`src/rtl/panel_pkg.sv`:
```
// Shared widths and scanner state encoding for the panel scan path.
package panel_pkg;

  localparam int COORD_W = 10;
  localparam int COLOR_W = 8;

  localparam logic [2:0] ST_IDLE = 3'd0;
  localparam logic [2:0] ST_REQ  = 3'd1;
  localparam logic [2:0] ST_WAIT = 3'd2;
  localparam logic [2:0] ST_ACK  = 3'd3;
  localparam logic [2:0] ST_OUT  = 3'd4;
  localparam logic [2:0] ST_TICK = 3'd5;

endpackage

```
`src/rtl/panel_blend8.sv`:
```
// Single-channel alpha blend of a panel colour over a background colour.
module panel_blend8
  import panel_pkg::*;
(
  input  logic [COLOR_W-1:0] i_c,
  input  logic [COLOR_W-1:0] i_b,
  input  logic [COLOR_W-1:0] i_a,
  output logic [COLOR_W-1:0] o_y
);

  // (t + t/256) / 256 approximates t/255, exact at alpha 0 and 255.
  function automatic logic [COLOR_W-1:0] blend_round(input logic [16:0] t);
    logic [16:0] s;
    s = t + (t >> 8);
    return s[15:8];
  endfunction

  logic [16:0] w_t;

  assign w_t = ({9'd0, i_c} * {9'd0, i_a}) + ({9'd0, i_b} * {9'd0, ~i_a}) + 17'd128;
  assign o_y = blend_round(w_t);

endmodule

```
`src/rtl/panel_scan.sv`:
```
// Raster scanner: requests pixels from a panel generator, blends them over a
// background colour and streams them to the LED driver.
module panel_scan
  import panel_pkg::*;
#(
  parameter int WIDTH    = 64,
  parameter int HEIGHT   = 32,
  parameter int TICK_DIV = 1,
  parameter int TIMEOUT  = 15
) (
  input  logic               clk,
  input  logic               rst,
  input  logic               enable,
  input  logic [COLOR_W-1:0] bgRed,
  input  logic [COLOR_W-1:0] bgGreen,
  input  logic [COLOR_W-1:0] bgBlue,
  output logic               panelValid,
  output logic               panelTick,
  output logic [COORD_W-1:0] panelX,
  output logic [COORD_W-1:0] panelY,
  output logic               panelAck,
  input  logic               panelValidOut,
  input  logic               panelReady,
  input  logic [COLOR_W-1:0] panelRed,
  input  logic [COLOR_W-1:0] panelGreen,
  input  logic [COLOR_W-1:0] panelBlue,
  input  logic [COLOR_W-1:0] panelAlpha,
  output logic               pixValid,
  input  logic               pixReady,
  output logic [COORD_W-1:0] pixX,
  output logic [COORD_W-1:0] pixY,
  output logic [COLOR_W-1:0] pixRed,
  output logic [COLOR_W-1:0] pixGreen,
  output logic [COLOR_W-1:0] pixBlue,
  output logic               pixTimeout,
  output logic               frameDone
);

  localparam int                 CNT_W     = $clog2(TIMEOUT + 1) + 1;
  localparam logic [CNT_W-1:0]   CNT_LAST  = CNT_W'(TIMEOUT);
  localparam logic [COORD_W-1:0] X_LAST    = COORD_W'(WIDTH - 1);
  localparam logic [COORD_W-1:0] Y_LAST    = COORD_W'(HEIGHT - 1);
  localparam logic [7:0]         TICK_LAST = 8'(TICK_DIV - 1);

  logic [2:0]         r_state;
  logic [COORD_W-1:0] r_x, r_y;
  logic [7:0]         r_frm;
  logic [CNT_W-1:0]   r_cnt;
  logic [COLOR_W-1:0] r_capR, r_capG, r_capB, r_capA;
  logic               r_tmo;
  logic [COORD_W-1:0] r_pixX, r_pixY;
  logic [COLOR_W-1:0] r_pixR, r_pixG, r_pixB;
  logic               r_pixTmo;

  logic [COLOR_W-1:0] w_blR, w_blG, w_blB;
  logic               w_accept, w_last_x, w_last_y;

  panel_blend8 u_blend_r (.i_c(r_capR), .i_b(bgRed),   .i_a(r_capA), .o_y(w_blR));
  panel_blend8 u_blend_g (.i_c(r_capG), .i_b(bgGreen), .i_a(r_capA), .o_y(w_blG));
  panel_blend8 u_blend_b (.i_c(r_capB), .i_b(bgBlue),  .i_a(r_capA), .o_y(w_blB));

  assign w_accept = (r_state == ST_OUT) && pixReady;
  assign w_last_x = (r_x == X_LAST);
  assign w_last_y = (r_y == Y_LAST);

  // Requests are strobed combinationally so the strobe and the state move agree on panelReady.
  assign panelValid = ((r_state == ST_REQ) || (r_state == ST_TICK)) && panelReady;
  assign panelTick  = (r_state == ST_TICK) && panelReady;
  assign panelX     = r_x;
  assign panelY     = r_y;
  assign panelAck   = (r_state == ST_ACK);
  assign pixValid   = (r_state == ST_OUT);
  assign pixX       = r_pixX;
  assign pixY       = r_pixY;
  assign pixRed     = r_pixR;
  assign pixGreen   = r_pixG;
  assign pixBlue    = r_pixB;
  assign pixTimeout = r_pixTmo;
  assign frameDone  = w_accept && w_last_x && w_last_y;

  always_ff @(posedge clk or posedge rst) begin
    if (rst) begin
      r_state  <= ST_IDLE;
      r_x      <= '0;
      r_y      <= '0;
      r_frm    <= '0;
      r_cnt    <= '0;
      r_capR   <= '0;
      r_capG   <= '0;
      r_capB   <= '0;
      r_capA   <= '0;
      r_tmo    <= 1'b0;
      r_pixX   <= '0;
      r_pixY   <= '0;
      r_pixR   <= '0;
      r_pixG   <= '0;
      r_pixB   <= '0;
      r_pixTmo <= 1'b0;
    end else begin
      case (r_state)
        ST_IDLE: begin
          if (enable) r_state <= ST_REQ;
        end
        ST_REQ: begin
          if (panelReady) begin
            r_cnt   <= CNT_W'(1);
            r_state <= ST_WAIT;
          end
        end
        ST_WAIT: begin
          // A validOut already high on entry is taken as this request's answer.
          if (panelValidOut) begin
            r_capR  <= panelRed;
            r_capG  <= panelGreen;
            r_capB  <= panelBlue;
            r_capA  <= panelAlpha;
            r_tmo   <= 1'b0;
            r_state <= ST_ACK;
          end else if (r_cnt == CNT_LAST) begin
            r_capR  <= bgRed;
            r_capG  <= bgGreen;
            r_capB  <= bgBlue;
            r_capA  <= '0;
            r_tmo   <= 1'b1;
            r_state <= ST_ACK;
          end else begin
            r_cnt <= r_cnt + CNT_W'(1);
          end
        end
        ST_ACK: begin
          r_pixR   <= w_blR;
          r_pixG   <= w_blG;
          r_pixB   <= w_blB;
          r_pixX   <= r_x;
          r_pixY   <= r_y;
          r_pixTmo <= r_tmo;
          r_state  <= ST_OUT;
        end
        ST_OUT: begin
          if (pixReady) begin
            if (w_last_x) begin
              r_x <= '0;
              if (w_last_y) begin
                r_y <= '0;
                if (r_frm == TICK_LAST) begin
                  r_frm   <= '0;
                  r_state <= ST_TICK;
                end else begin
                  r_frm   <= r_frm + 8'd1;
                  r_state <= ST_IDLE;
                end
              end else begin
                r_y     <= r_y + COORD_W'(1);
                r_state <= enable ? ST_REQ : ST_IDLE;
              end
            end else begin
              r_x     <= r_x + COORD_W'(1);
              r_state <= enable ? ST_REQ : ST_IDLE;
            end
          end
        end
        ST_TICK: begin
          if (panelReady) r_state <= ST_IDLE;
        end
        default: r_state <= ST_IDLE;
      endcase
    end
  end

endmodule

```
`config.mk`:
```
export PLATFORM = sky130hd
export DESIGN_NAME = panel_scan
export DESIGN_NICKNAME = d
export VERILOG_FILES = /design/src/rtl/panel_pkg.sv /design/src/rtl/panel_blend8.sv /design/src/rtl/panel_scan.sv
export SDC_FILE = /design/constraint.sdc
export NUM_CORES = 1
export LEC_CHECK = 0
export BUFFER_PORTS_ARGS = -buffer_cell sky130_fd_sc_hd__buf_4
export CAP_MARGIN = 0
export CORE_MARGIN = 5
export CORE_UTILIZATION = 40
export CTS_BUF_LIST = sky130_fd_sc_hd__clkbuf_4 sky130_fd_sc_hd__clkbuf_8 sky130_fd_sc_hd__clkbuf_16
export CTS_CLUSTER_SIZE = 8
export DETAILED_ROUTE_END_ITERATION = 16
export SLEW_MARGIN = 25
export SYNTH_ARGS = -nofsm -noshare
export SYNTH_HDL_FRONTEND = slang
export SYNTH_SLANG_ARGS = --single-unit
```
`constraint.sdc`:
```
create_clock -name clk -period 8.8 [get_ports clk]
set_input_delay 0.44 -clock clk [delete_from_list [all_inputs] [get_ports clk]]
set_output_delay 0.44 -clock clk [all_outputs]
set_load 0.01 [all_outputs]
```
==> impl_metrics.csv <==
group,metric,value,unit
sta,post-route-period-util,0.912,
worst_setup_path,crit_path_top_delay_cell,"dfrtp_1",
route,drtIter0Drc,859,
logic_synthesis,postSynthCellCount,2269,
route,drc_errors,0,
logic_synthesis,synth.yosys.warnings,0,
cts,numCtsBuffers,17,
sta,finalSetupViolations,0,
floorplanning,fp.coreArea,0.0501,mm^2
worst_setup_path,crit_fanout,34,
logic_synthesis,synth-async-reset-ratio,1.00,
global_routing,grt_pass1_vias,16437,
route,routed_wl,50.3,mm
layout,area_growth,11.3,%
global_routing,grt-ovfl-total,0,
floorplanning,die-area,0.0551,mm^2
worst_setup_path,critPathBufInv,5,
cts,cts.sink_count,114,
cts,hold_buffers,0,
worst_setup_path,worst_setup_path_end_kind,"flop",
run_status,status,"finished, final reports clean",
sta,tns,0,ns
logic_synthesis,synth_area,0.0202,mm^2
route,wl_per_cell,16.5,um
logic_synthesis,synth_edf_count,0,
logic_synthesis,netlist-cell-type-count,91,
floorplanning,start_util,0.403,
global_routing,track_usage,0.189,
worst_setup_path,critPathLaunchType,"flop",
place,portBuffers,131,
logic_synthesis,avgSynthCellArea,8.90,um^2
sta,drv_slew,0,
cts,root_buffer,"clkbuf_16",
logic_synthesis,synth-seq-cells,114,
cts,clock_latency,0.48,ns
hold_path,hold_class,"in2async",
floorplanning,die_w,235,um
logic_synthesis,synth_ff_type,"dfrtp_1",
sta,hold_violations,0,
route,viasPerCell,5.04,
logic_synthesis,ys_seq_area_frac,0.141,
sta,tightest_slew,0.917,ns
floorplanning,io_pins,132,
sta,rsz0062_at_grt,"no",
layout,fillers,4967,
global_routing,met3_usage,0.0474,
layout,final_layout_size_suffix_gt1_frac,0.0938,
cts,cts_buffer_depth,2,
global_routing,busiest_layer,"met2",
floorplanning,rows,82,
cts,postCtsSetupBuffers,0,
layout,antenna_cells,0,
global_routing,grt_max_degree,59,
cts,cts_resized,0,
sta,period_needed,8.03,ns
worst_setup_path,crit_type,"reg2reg",
global_routing,antenna_found_initial,1,
cts,cts_tree,"built",
cts,clkTransAtPathRegs,0.07,ns
place,gp_congestion,0.893,
layout,nets,2939,
place,dp_hpwl,39.9,mm
global_routing,grtUsageMet1,0.245,
global_routing,grt_pass1_wl,84.6,mm
sta,max_freq,0.125,GHz
route,firstDrtPassIters,5,
sta,relSlewSlack,0.388,
flow_run,maxCapViolations,0,
worst_setup_path,cp_common_cell,"fa_1",
worst_setup_path,crit_family,"adder cells",
cts,cts-htree-levels,4,
route,vias,15316,
global_routing,met2_usage,0.307,
route,ant_nets,0,
worst_setup_path,cp_slowest_stage_delay,0.72,ns
sta,finalClockSkew,0.0110,ns
worst_setup_path,crit_arrival,8.38,ns
floorplanning,die_h,235,um
worst_setup_path,cp.required,9.15,ns
[metrics by stage]
stage | cell area (um^2) | setup WS [ns] | util | std cells | hold slack [ns]
detailed placement | 21900 | 0.882 | 0.437 | 3008 | 0.463
global placement | 21900 | 1.02 | 0.437 | 3008 | 0.463
global route | 22500 | 0.197 | 0.449 | 3040 | 0.164
CTS | 22500 | 0.824 | 0.449 | 3040 | 0.153
floorplan | 20200 | 1.17 | - | 2271 | 0.440
finish | 22500 | 0.772 | 0.449 | 3040 | 0.163
[cells in the final DEF, fill, tap and decap left out, types with 51 or more instances in the layout]
| cell type | instances |
|---|---|
| buf_4 | 148 |
| nor2_1 | 63 |
| nand2_1 | 249 |
| inv_1 | 449 |
| ha_1 | 231 |
| and2_1 | 105 |
| fa_1 | 291 |
| nand2b_1 | 69 |
| nor2b_1 | 144 |
| dfrtp_1 | 114 |
| o21ai_0 | 51 |
[registers in the layout, summed over array words and instances, names as in the netlist]
register and flops:
r_state 3, r_capR 8, pixBlue 8, panelY 10, panelX 10, r_capA 8
r_tmo 1, r_frm 8, pixX 10, pixRed 8, r_capB 8, pixGreen 8
r_cnt 5, pixTimeout 1, r_capG 8, pixY 10
[routing by layer]
metal / wire length (um) / vias up
met5: 17 / -
li1: - / 7256
met3: 3040 / 89
met4: 1560 / 2
met1: 21800 / 7614
met2: 23900 / 355
[area by class of cell]
class                   instances  area [um^2]  area share
multi-input cells            1622        15300       0.683
flip-flops and latches        114         2850       0.127
inverters                     451         1700      0.0754
repair buffers                149         1130      0.0503
well taps                     672          841      0.0374
clock buffers                  17          425      0.0189
clock inverters                15          186     0.00830
[worst reg2reg max path, cell delays in order (launching register included)]
cell and delay, ns:
dfrtp_1 0.72, buf_4 0.50, nor2b_1 0.16, fa_1 0.55, inv_1 0.06, fa_1 0.52
inv_1 0.05, fa_1 0.50, fa_1 0.43, fa_1 0.50, inv_1 0.05, fa_1 0.47
inv_1 0.04, ha_1 0.33, a2111oi_0 0.51, o21ai_1 0.22, a41oi_1 0.30, xnor2_1 0.25
ha_1 0.32, a21oi_1 0.13, nor2b_1 0.06, a311oi_1 0.40, o31ai_1 0.21, a31oi_4 0.30
mux2i_1 0.22, nand3_1 0.10
[synthesized netlist by cell type (9+ instances only)]
library cell / instances / area (um^2)
a21oi_1: 46 / 230
fa_1: 291 / 5830
o21ai_0: 52 / 260
a211oi_1: 9 / 67.6
nor3_1: 23 / 115
nand3_1: 31 / 155
xor2_1: 24 / 210
and3_1: 13 / 81.3
o21a_1: 11 / 82.6
dfrtp_1: 114 / 2850
inv_1: 450 / 1690
ha_1: 231 / 2890
a21o_1: 17 / 128
clkbuf_1: 67 / 251
nor2_1: 63 / 236
nand4_1: 19 / 119
nor2b_1: 144 / 901
xnor2_1: 40 / 350
buf_1: 11 / 41.3
nand2b_1: 69 / 432
nand2_1: 249 / 935
o21ai_1: 18 / 90.1
nor4_1: 9 / 56.3
mux2i_1: 37 / 370
and2_1: 105 / 657
[kinds of logic (layout without fill, tap and decap cells)]
family	after synthesis	count (layout)	synth area share
DFF	114	114	0.141
adders and majority gates	525	525	0.433
buffers and inverters	535	632	0.0998
AOI/OAI and AO/OA	230	230	0.0798
and+or+nand+nor	758	758	0.196
muxes	41	41	0.0208
xor gates and xnor gates	65	65	0.0289
other	1	3	0.000186
[path summary, 6_finish.rpt]
path                       slack [ns]  depth (start not counted)                  start                      end
max                              0.77                         25  r_capA[3]$_DFFE_PP0P_  pixGreen[3]$_DFFE_PP0P_
min                              0.16                          2                    rst  pixGreen[1]$_DFFE_PP0P_
max reg2reg                      0.77                         25  r_capA[3]$_DFFE_PP0P_  pixGreen[3]$_DFFE_PP0P_
min reg2reg                      0.48                          2    pixY[4]$_DFFE_PP0P_      pixY[4]$_DFFE_PP0P_
max in group asynchronous        7.37                          3                    rst    panelX[4]$_DFFE_PP0P_
min in group clk                 0.19                          2          panelAlpha[6]    r_capA[6]$_DFFE_PP0P_
Power is not shown: default switching activity piles up to over one toggle a cycle in this logic, so the estimate is an artifact.
